==> src/rtl/offset_table_loader_pkg.sv <==
// Shared types and constants for the PO/DO offset table loader.
// The PO entry field positions below apply to the default operand widths.
package offset_table_loader_pkg;

  typedef enum logic [1:0] {IDLE, CHECK, PO, DO} state_t;

  localparam int unsigned DEF_ADDR_WIDTH    = 10;
  localparam int unsigned DEF_PO_INCR_WIDTH = 4;

  localparam int unsigned OFFSET_LSB = 0;
  localparam int unsigned INCR_LSB   = DEF_ADDR_WIDTH;
  localparam int unsigned SIGN_BIT   = DEF_ADDR_WIDTH + DEF_PO_INCR_WIDTH;

  localparam logic [11:0] DEF_PO_ADDR_BASE = 12'hE00;
  localparam logic [11:0] DEF_DO_ADDR      = 12'hE04;

endpackage

==> src/rtl/offset_table_loader_if.sv <==
// Command and offset-update write bundle between a control master and the loader.
interface offset_table_loader_if #(
  parameter int unsigned WRITE_WORD_WIDTH   = 36,
  parameter int unsigned WRITE_ADDR_WIDTH   = 12,
  parameter int unsigned ADDR_WIDTH         = 10,
  parameter int unsigned PO_INCR_WIDTH      = 4,
  parameter int unsigned PO_ADDR_WIDTH      = 2,
  parameter int unsigned THREAD_COUNT_WIDTH = 3
);
  logic                          cmd_valid;
  logic                          cmd_ready;
  logic [THREAD_COUNT_WIDTH-1:0] cmd_thread;
  logic [PO_ADDR_WIDTH-1:0]      cmd_first;
  logic [PO_ADDR_WIDTH:0]        cmd_count;
  logic [ADDR_WIDTH-1:0]         cmd_offset;
  logic [ADDR_WIDTH-1:0]         cmd_stride;
  logic [PO_INCR_WIDTH-1:0]      cmd_incr;
  logic                          cmd_incr_sign;
  logic                          cmd_do_en;
  logic [ADDR_WIDTH-1:0]         cmd_do_value;
  logic                          slot_cancel;
  logic                          write_valid;
  logic [WRITE_ADDR_WIDTH-1:0]   write_addr;
  logic [WRITE_WORD_WIDTH-1:0]   write_data;

  modport master (
    output cmd_valid, cmd_thread, cmd_first, cmd_count, cmd_offset, cmd_stride,
           cmd_incr, cmd_incr_sign, cmd_do_en, cmd_do_value, slot_cancel,
    input  cmd_ready, write_valid, write_addr, write_data
  );

  modport slave (
    input  cmd_valid, cmd_thread, cmd_first, cmd_count, cmd_offset, cmd_stride,
           cmd_incr, cmd_incr_sign, cmd_do_en, cmd_do_value, slot_cancel,
    output cmd_ready, write_valid, write_addr, write_data
  );
endinterface

==> src/rtl/offset_table_loader_thread_slot_counter.sv <==
// Free-running modulo-COUNT thread slot counter with asynchronous reset.
module thread_slot_counter #(
  parameter int unsigned COUNT = 8,
  parameter int unsigned WIDTH = 3
) (
  input  logic             clock,
  input  logic             reset,
  output logic [WIDTH-1:0] value
);
  always_ff @(posedge clock or posedge reset) begin
    if (reset)                          value <= '0;
    else if (value == WIDTH'(COUNT - 1)) value <= '0;
    else                                value <= value + WIDTH'(1);
  end
endmodule

==> src/rtl/offset_table_loader.sv <==
// Sequences PO/DO offset-table writes for one thread, issuing each write in that
// thread's slot and reissuing any write whose slot is cancelled.
module offset_table_loader
  import offset_table_loader_pkg::*;
#(
  parameter int unsigned WRITE_WORD_WIDTH   = 36,
  parameter int unsigned WRITE_ADDR_WIDTH   = 12,
  parameter int unsigned ADDR_WIDTH         = DEF_ADDR_WIDTH,
  parameter int unsigned PO_INCR_WIDTH      = DEF_PO_INCR_WIDTH,
  parameter int unsigned PO_ENTRY_COUNT     = 4,
  parameter int unsigned PO_ADDR_WIDTH      = 2,
  parameter logic [WRITE_ADDR_WIDTH-1:0] PO_ADDR_BASE = DEF_PO_ADDR_BASE,
  parameter logic [WRITE_ADDR_WIDTH-1:0] DO_ADDR      = DEF_DO_ADDR,
  parameter int unsigned THREAD_COUNT       = 8,
  parameter int unsigned THREAD_COUNT_WIDTH = 3
) (
  input  logic                          clock,
  input  logic                          reset,
  offset_table_loader_if.slave          bus,
  output logic [THREAD_COUNT_WIDTH-1:0] current_thread,
  output logic                          busy,
  output logic                          done,
  output logic                          error
);
  localparam int unsigned SUM_WIDTH = PO_ADDR_WIDTH + 2;

  state_t                        state;
  logic [THREAD_COUNT_WIDTH-1:0] thread_q;
  logic [PO_ADDR_WIDTH-1:0]      first_q;
  logic [PO_ADDR_WIDTH:0]        count_q, k_q, k_next;
  logic [ADDR_WIDTH-1:0]         acc_q, stride_q, do_value_q;
  logic [PO_INCR_WIDTH-1:0]      incr_q;
  logic                          sign_q, do_en_q;
  logic [WRITE_ADDR_WIDTH-1:0]   addr_hold, cur_addr;
  logic [WRITE_WORD_WIDTH-1:0]   data_hold, cur_data, po_data;
  logic                          ready_q, done_q, error_q;
  logic                          fire, accepted, range_bad;

  thread_slot_counter #(.COUNT(THREAD_COUNT), .WIDTH(THREAD_COUNT_WIDTH)) u_slot (
    .clock (clock),
    .reset (reset),
    .value (current_thread)
  );

  always_comb begin
    fire      = ((state == PO) || (state == DO)) && (current_thread == thread_q);
    accepted  = fire && !bus.slot_cancel;
    k_next    = k_q + (PO_ADDR_WIDTH + 1)'(1);
    range_bad = (SUM_WIDTH'(first_q) + SUM_WIDTH'(count_q)) > SUM_WIDTH'(PO_ENTRY_COUNT);
    po_data   = '0;
    po_data[OFFSET_LSB +: ADDR_WIDTH]  = acc_q;
    po_data[INCR_LSB +: PO_INCR_WIDTH] = incr_q;
    po_data[SIGN_BIT]                  = sign_q;
    if (state == DO) begin
      cur_addr = DO_ADDR;
      cur_data = WRITE_WORD_WIDTH'(do_value_q);
    end else begin
      cur_addr = PO_ADDR_BASE + WRITE_ADDR_WIDTH'(first_q) + WRITE_ADDR_WIDTH'(k_q);
      cur_data = po_data;
    end
  end

  // Address/data are live during a write and otherwise replay the last issued write.
  assign bus.write_valid = fire;
  assign bus.write_addr  = fire ? cur_addr : addr_hold;
  assign bus.write_data  = fire ? cur_data : data_hold;
  assign bus.cmd_ready   = ready_q;
  assign busy            = (state != IDLE);
  assign done            = done_q;
  assign error           = error_q;

  always_ff @(posedge clock or posedge reset) begin
    if (reset) begin
      state      <= IDLE;
      thread_q   <= '0;
      first_q    <= '0;
      count_q    <= '0;
      k_q        <= '0;
      acc_q      <= '0;
      stride_q   <= '0;
      do_value_q <= '0;
      incr_q     <= '0;
      sign_q     <= 1'b0;
      do_en_q    <= 1'b0;
      addr_hold  <= '0;
      data_hold  <= '0;
      ready_q    <= 1'b0;
      done_q     <= 1'b0;
      error_q    <= 1'b0;
    end else begin
      done_q  <= 1'b0;
      error_q <= 1'b0;
      if (fire) begin
        addr_hold <= cur_addr;
        data_hold <= cur_data;
      end
      case (state)
        IDLE: begin
          if (bus.cmd_valid && ready_q) begin
            thread_q   <= bus.cmd_thread;
            first_q    <= bus.cmd_first;
            count_q    <= bus.cmd_count;
            acc_q      <= bus.cmd_offset;
            stride_q   <= bus.cmd_stride;
            incr_q     <= bus.cmd_incr;
            sign_q     <= bus.cmd_incr_sign;
            do_en_q    <= bus.cmd_do_en;
            do_value_q <= bus.cmd_do_value;
            k_q        <= '0;
            ready_q    <= 1'b0;
            state      <= CHECK;
          end else begin
            ready_q <= 1'b1;
          end
        end
        CHECK: begin
          if (range_bad) begin
            error_q <= 1'b1;
            ready_q <= 1'b1;
            state   <= IDLE;
          end else if (count_q == '0) begin
            if (do_en_q) state <= DO;
            else begin
              done_q  <= 1'b1;
              ready_q <= 1'b1;
              state   <= IDLE;
            end
          end else begin
            state <= PO;
          end
        end
        PO: begin
          if (accepted) begin
            k_q   <= k_next;
            acc_q <= acc_q + stride_q;
            if (k_next == count_q) begin
              if (do_en_q) state <= DO;
              else begin
                done_q  <= 1'b1;
                ready_q <= 1'b1;
                state   <= IDLE;
              end
            end
          end
        end
        DO: begin
          if (accepted) begin
            done_q  <= 1'b1;
            ready_q <= 1'b1;
            state   <= IDLE;
          end
        end
        default: state <= IDLE;
      endcase
    end
  end
endmodule

==> src/flat_wrapper.sv <==
// flat-port wrapper written by rule: the top's interface ports become plain ports
module offset_table_loader_flat import offset_table_loader_pkg::*;
#(
  parameter int unsigned WRITE_WORD_WIDTH   = 36,
  parameter int unsigned WRITE_ADDR_WIDTH   = 12,
  parameter int unsigned ADDR_WIDTH         = DEF_ADDR_WIDTH,
  parameter int unsigned PO_INCR_WIDTH      = DEF_PO_INCR_WIDTH,
  parameter int unsigned PO_ENTRY_COUNT     = 4,
  parameter int unsigned PO_ADDR_WIDTH      = 2,
  parameter logic [WRITE_ADDR_WIDTH-1:0] PO_ADDR_BASE = DEF_PO_ADDR_BASE,
  parameter logic [WRITE_ADDR_WIDTH-1:0] DO_ADDR      = DEF_DO_ADDR,
  parameter int unsigned THREAD_COUNT       = 8,
  parameter int unsigned THREAD_COUNT_WIDTH = 3
)
  (clock, reset, current_thread, busy, done, error, bus_cmd_valid, bus_cmd_thread, bus_cmd_first, bus_cmd_count, bus_cmd_offset, bus_cmd_stride, bus_cmd_incr, bus_cmd_incr_sign, bus_cmd_do_en, bus_cmd_do_value, bus_slot_cancel, bus_cmd_ready, bus_write_valid, bus_write_addr, bus_write_data);
  offset_table_loader_if #(.WRITE_WORD_WIDTH(WRITE_WORD_WIDTH), .WRITE_ADDR_WIDTH(WRITE_ADDR_WIDTH), .ADDR_WIDTH(ADDR_WIDTH), .PO_INCR_WIDTH(PO_INCR_WIDTH), .PO_ADDR_WIDTH(PO_ADDR_WIDTH), .THREAD_COUNT_WIDTH(THREAD_COUNT_WIDTH)) bus_i ();
  input  logic clock;
  input  logic reset;
  output logic [THREAD_COUNT_WIDTH-1:0] current_thread;
  output logic busy;
  output logic done;
  output logic error;
  input wire logic [$bits(bus_i.cmd_valid)-1:0] bus_cmd_valid;
  input wire logic [$bits(bus_i.cmd_thread)-1:0] bus_cmd_thread;
  input wire logic [$bits(bus_i.cmd_first)-1:0] bus_cmd_first;
  input wire logic [$bits(bus_i.cmd_count)-1:0] bus_cmd_count;
  input wire logic [$bits(bus_i.cmd_offset)-1:0] bus_cmd_offset;
  input wire logic [$bits(bus_i.cmd_stride)-1:0] bus_cmd_stride;
  input wire logic [$bits(bus_i.cmd_incr)-1:0] bus_cmd_incr;
  input wire logic [$bits(bus_i.cmd_incr_sign)-1:0] bus_cmd_incr_sign;
  input wire logic [$bits(bus_i.cmd_do_en)-1:0] bus_cmd_do_en;
  input wire logic [$bits(bus_i.cmd_do_value)-1:0] bus_cmd_do_value;
  input wire logic [$bits(bus_i.slot_cancel)-1:0] bus_slot_cancel;
  output wire logic [$bits(bus_i.cmd_ready)-1:0] bus_cmd_ready;
  output wire logic [$bits(bus_i.write_valid)-1:0] bus_write_valid;
  output wire logic [$bits(bus_i.write_addr)-1:0] bus_write_addr;
  output wire logic [$bits(bus_i.write_data)-1:0] bus_write_data;
  assign bus_i.cmd_valid = bus_cmd_valid;
  assign bus_i.cmd_thread = bus_cmd_thread;
  assign bus_i.cmd_first = bus_cmd_first;
  assign bus_i.cmd_count = bus_cmd_count;
  assign bus_i.cmd_offset = bus_cmd_offset;
  assign bus_i.cmd_stride = bus_cmd_stride;
  assign bus_i.cmd_incr = bus_cmd_incr;
  assign bus_i.cmd_incr_sign = bus_cmd_incr_sign;
  assign bus_i.cmd_do_en = bus_cmd_do_en;
  assign bus_i.cmd_do_value = bus_cmd_do_value;
  assign bus_i.slot_cancel = bus_slot_cancel;
  assign bus_cmd_ready = bus_i.cmd_ready;
  assign bus_write_valid = bus_i.write_valid;
  assign bus_write_addr = bus_i.write_addr;
  assign bus_write_data = bus_i.write_data;
  offset_table_loader #(.WRITE_WORD_WIDTH(WRITE_WORD_WIDTH), .WRITE_ADDR_WIDTH(WRITE_ADDR_WIDTH), .ADDR_WIDTH(ADDR_WIDTH), .PO_INCR_WIDTH(PO_INCR_WIDTH), .PO_ENTRY_COUNT(PO_ENTRY_COUNT), .PO_ADDR_WIDTH(PO_ADDR_WIDTH), .PO_ADDR_BASE(PO_ADDR_BASE), .DO_ADDR(DO_ADDR), .THREAD_COUNT(THREAD_COUNT), .THREAD_COUNT_WIDTH(THREAD_COUNT_WIDTH)) u_core (.clock(clock), .reset(reset), .bus(bus_i), .current_thread(current_thread), .busy(busy), .done(done), .error(error));
endmodule
==> config.mk <==
export PLATFORM = sky130hd
export DESIGN_NAME = offset_table_loader_flat
export DESIGN_NICKNAME = d
export VERILOG_FILES = /design/src/rtl/offset_table_loader_pkg.sv /design/src/rtl/offset_table_loader_if.sv /design/src/rtl/offset_table_loader_thread_slot_counter.sv /design/src/rtl/offset_table_loader.sv /design/src/flat_wrapper.sv
export SDC_FILE = /design/constraint.sdc
export NUM_CORES = 1
export LEC_CHECK = 0
export BUFFER_PORTS_ARGS = -buffer_cell sky130_fd_sc_hd__buf_4
export CAP_MARGIN = 25
export CELL_PAD_IN_SITES_DETAIL_PLACEMENT = 0
export CELL_PAD_IN_SITES_GLOBAL_PLACEMENT = 1
export CORE_MARGIN = 2
export CORE_UTILIZATION = 46
export DETAILED_ROUTE_END_ITERATION = 8
export GPL_TIMING_DRIVEN = 0
export PLACE_DENSITY = 0.94
export SYNTH_ARGS = -nofsm -noshare
export SYNTH_HDL_FRONTEND = slang
export SYNTH_HIERARCHICAL = 1
export SYNTH_SLANG_ARGS = --single-unit
==> constraint.sdc <==
create_clock -name clock -period 6.4 [get_ports clock]
set_clock_uncertainty 0.15 [all_clocks]
set_input_delay 1.92 -clock clock [delete_from_list [all_inputs] [get_ports clock]]
set_output_delay 1.92 -clock clock [all_outputs]
set_load 0.02 [all_outputs]
==> flow_summary.yaml <==
status:
  outcome: "completed"
timing:
  max_freq_mhz: 206
  setup_tns_ps: 0
  timing_max_transition_violations_final: 0
  slew_headroom: 0.505
  timing_worst_slew_pin_value_ps: 743
  setup-violations-final: 0
  final.setup.worst_slack_ps: 1540
  finalHoldViolations: 0
  min_period_over_period: 0.759
  rsz0062_at_grt: "no"
  timing.final.crit_period_ps: 4860
final_layout:
  post_route_cells_drive_above_1_share: 0.314
  diodes_inserted: 0
  layout.nets: 591
  postLayoutCellArea_um2: 5900
  fillCellCount: 820
  flow.area_growth_from_synthesis_pct: 25.2
floorplanning:
  die_x_um: 105
  total_die_area_um2: 11100
  coreArea_um2: 9860
  fp.dieH_um: 105
  io_pins: 104
  placement_rows: 36
  start_util: 0.478
placement:
  detailedPlacementHpwl_um: 7940
  port_buffers: 103
  place_ws_ps: 1980
  placedInstanceArea_um2: 5680
  gp_congestion: 0.800
routing:
  routed-via-count: 3447
  drt_drc_violations_left: 0
  vias_per_cell: 5.21
  drt.antenna.violating_nets: 0
  detail_route.wl_per_cell_um: 16.3
  routed_wl_um: 10800
  drt_pre_antenna_iters: 4
  first_iter_violations: 145
yosys:
  synth_fa_ha_area_frac: 0.0552
  postSynth.asyncResetShare: 1.00
  yosys.area_share.simple: 0.136
  synth_xor_xnor_area_share: 0.0223
  synth_top_area_cell: "dfrtp_1"
  synth_top_cells_by_area: "dfrtp_1 (55%), mux2_2 (8.4%), ha_1 (4.2%), nand2_1 (3.6%), o21ai_0 (3.5%)"
  synth_enable_flop_cells: 0
  synth_top_area_share: 0.547
  synth-compound-area-share: 0.103
  yosys.cell_types.count: 46
  syn-num-nets: 476
  postSynth.topFlopCell: "dfrtp_1"
  flip_flop_and_latch_count_after_synthesis: 103
  synth.yosys.warnings: 6
  syn_area_um2: 4710
  synth_top_family_by_area: "simple AND/OR/NAND/NOR gates"
  syn_inst: 409
  synth_sequential_area_ratio: 0.547
  synth.area.mux_share: 0.113
  syn_avg_cell_area_um2: 11.5
worst_hold_path:
  worst_hold_startpoint: "u_core/addr_hold[11]$_DFF_PP0_"
  min_to: "u_core/addr_hold[11]$_DFF_PP0_"
  worst_hold_path.num_cells: 1
  min_path_type: "flop to flop"
pwr:
  p_int_w: 0.00157
  switching_share_of_total_power: 0.410
  p_leak_nw: 2.94
  power.sequential.fraction: 0.372
  ir_drop_worst_vdd_mv: 0.235
  power.switching_w: 0.00109
  cellPowerDensity_nw_per_um2: 451
  portion_of_total_power_attributed_to_the_clock_network: 0.164
  design_power_total_w: 0.00266
  pwr-share-comb: 0.464
worst_setup_path:
  timing.critical_path.required_ps: 4330
  worst_setup_path_start_kind: "flop"
  timing.critical_path.arrival_ps: 2790
  ff2ff_setup_slack_ps: 3890
  worst_path_max_delay_cell: "dfrtp_1"
  timing.reg2reg.worst_path_depth: 6
  worstSetupEndpointType: "output pin"
  timing.setup.critical_path_class: "flop to output pin"
  critPathMaxFanout: 10
  crit_path_max_incr_delay_ps: 430
  crit_path_start: "u_core/u_slot/value[0]$_DFF_PP0_"
  cells_along_the_critical_path: "xor2_1 > nor3_1 > nand2_1 > clkbuf_1 > clkbuf_1 > nand2_1 > o21ai_0 > buf_4"
  worstReg2RegEnd: "u_core/addr_hold[1]$_DFF_PP0_"
  timing.rr.start: "u_core/u_slot/value[0]$_DFF_PP0_"
clock_tree:
  ctsHoldBuffers: 0
  post-cts-setup-buffers: 0
  cts_num_sinks: 103
  clock_buffer_count_from_cts: 9
  clk_root_buffer_cell: "clkbuf_8"
  h-tree-depth: 3
  cts_tree: "built"
  post_cts.resized_instances: 0
  clock_tree.buffer_depth: 2
  clock_transition_at_the_registers_of_the_reported_paths_ps: 110
  clkLatencyLatePin_ps: 360
global_routing:
  global_route_wire_length_before_repair_um: 17700
  grt_start_max_net_pins: 58
  overflow: 0
  via_count_of_the_first_global_routing_pass: 3576
  grt_util_all_layers: 0.202
  grt_antenna_before_repair: 0
job:
  cap_viol_max_count: 0
[Yosys cell counts, types with 2 or more instances]
master,n
a211oi_1,4
a21o_1,11
a21oi_1,14
a2bb2oi_1,2
a31oi_1,2
and2_1,26
buf_2,4
clkbuf_1,14
dfrtp_1,103
fa_1,3
ha_1,16
inv_1,10
mux2_2,35
mux2i_1,14
nand2_1,45
nand2b_1,9
nand3_1,3
nand4_1,2
nor2_1,6
nor2b_1,2
nor3_1,8
nor3b_1,2
nor4_1,2
nor4_4,2
o21ai_0,33
o21ai_1,4
o21bai_1,2
o31ai_1,2
or4_1,2
xnor2_1,5
xor2_1,7
[cell families (layout without fill, tap and decap cells)]
family          after synthesis  count (layout)
mux                          49              49
xor+xnor                     12              12
buf+inv                      28             148
compound gates               81              81
fa+ha+maj                    19              19
flops                       103             103
simple gates                117             117
[power by group through the flow]
stage | Sequential (W) | Clock, W | Combinational [W]
global placement | 0.000991 | 0 | 0.00118
global route | 0.00101 | 0.000478 | 0.00137
CTS | 0.000990 | 0.000452 | 0.00123
finish | 0.000990 | 0.000437 | 0.00123
floorplan | 0.000961 | 0 | 0.000880
detailed placement | 0.00100 | 0 | 0.00122
[state kept, by name, summed over array words and instances (netlist names), 2 cells and up]
name / count
u_core/acc_q: 10
u_core/addr_hold: 12
u_core/count_q: 3
u_core/data_hold: 36
u_core/do_value_q: 10
u_core/first_q: 2
u_core/incr_q: 4
u_core/k_q: 3
u_core/state: 2
u_core/stride_q: 10
u_core/thread_q: 3
u_core/u_slot/value: 3
[layer usage]
| layer | GRT usage | share of wire |
|---|---|---|
| met5 | 0 | 0 |
| met4 | 0.0638 | 0.017 |
| met3 | 0.0501 | 0.049 |
| met2 | 0.321 | 0.49 |
| met1 | 0.275 | 0.45 |
[worst max path at each step]
| stage | end | cells past startpoint |
|---|---|---|
| 3_3_place_gp | u_core/stride_q[3]$_DFFE_PP0P_ | 2 |
| 2_1_floorplan | u_core/acc_q[0]$_DFFE_PP0P_ | 1 |
| 5_1_grt | bus_write_addr[1] | 8 |
| 3_5_place_dp | bus_write_addr[1] | 8 |
| 4_1_cts | bus_write_addr[1] | 8 |
| 6_report | bus_write_data[7] | 8 |
[cell type report]
cell class | instances | area [µm²] | share of cell area
Clock buffer | 9 | 124 | 0.0210
Timing Repair Buffer | 104 | 793 | 0.134
Sequential cell | 103 | 2580 | 0.437
Multi-Input combinational cell | 278 | 2030 | 0.344
Inverter | 10 | 40.0 | 0.00679
Tap cell | 133 | 166 | 0.0282
Buffer | 18 | 72.6 | 0.0123
Clock inverter | 7 | 100 | 0.0170
[critical path: cells and delay by family, from the launching register on]
| kind | cells | cell delay [ps] |
|---|---|---|
| AND/OR/NAND/NOR | 3 | 400 |
| XOR/XNOR | 1 | 380 |
| AO/OA/AOI/OAI | 1 | 190 |
| buffers and inverters | 3 | 1030 |
| flip-flops | 1 | 430 |
[cell usage in the layout (no fill, tap or decap), types with 3 or more instances in the layout]
| cell type | instances |
|---|---|
| fa_1 | 3 |
| a21oi_1 | 14 |
| nand3_1 | 3 |
| clkbuf_8 | 9 |
| a21o_1 | 11 |
| mux2_2 | 35 |
| inv_1 | 9 |
| dfrtp_1 | 103 |
| nand2b_1 | 9 |
| xnor2_1 | 5 |
| nor3_1 | 8 |
| mux2i_1 | 14 |
| a211oi_1 | 4 |
| xor2_1 | 7 |
| ha_1 | 16 |
| nor2_1 | 6 |
| o21ai_0 | 33 |
| clkbuf_1 | 14 |
| buf_2 | 4 |
| o21ai_1 | 4 |
| buf_4 | 103 |
| nand2_1 | 45 |
| and2_1 | 26 |
[metrics by stage]
stage,cells,util,hold slack (ps)
CTS,662,0.598,331
detailed placement,646,0.575,302
floorplan,409,-,328
global route,662,0.598,342
global placement,645,0.573,301
finish,662,0.598,328
No activity file was read; power rests on OpenSTA's default activity.
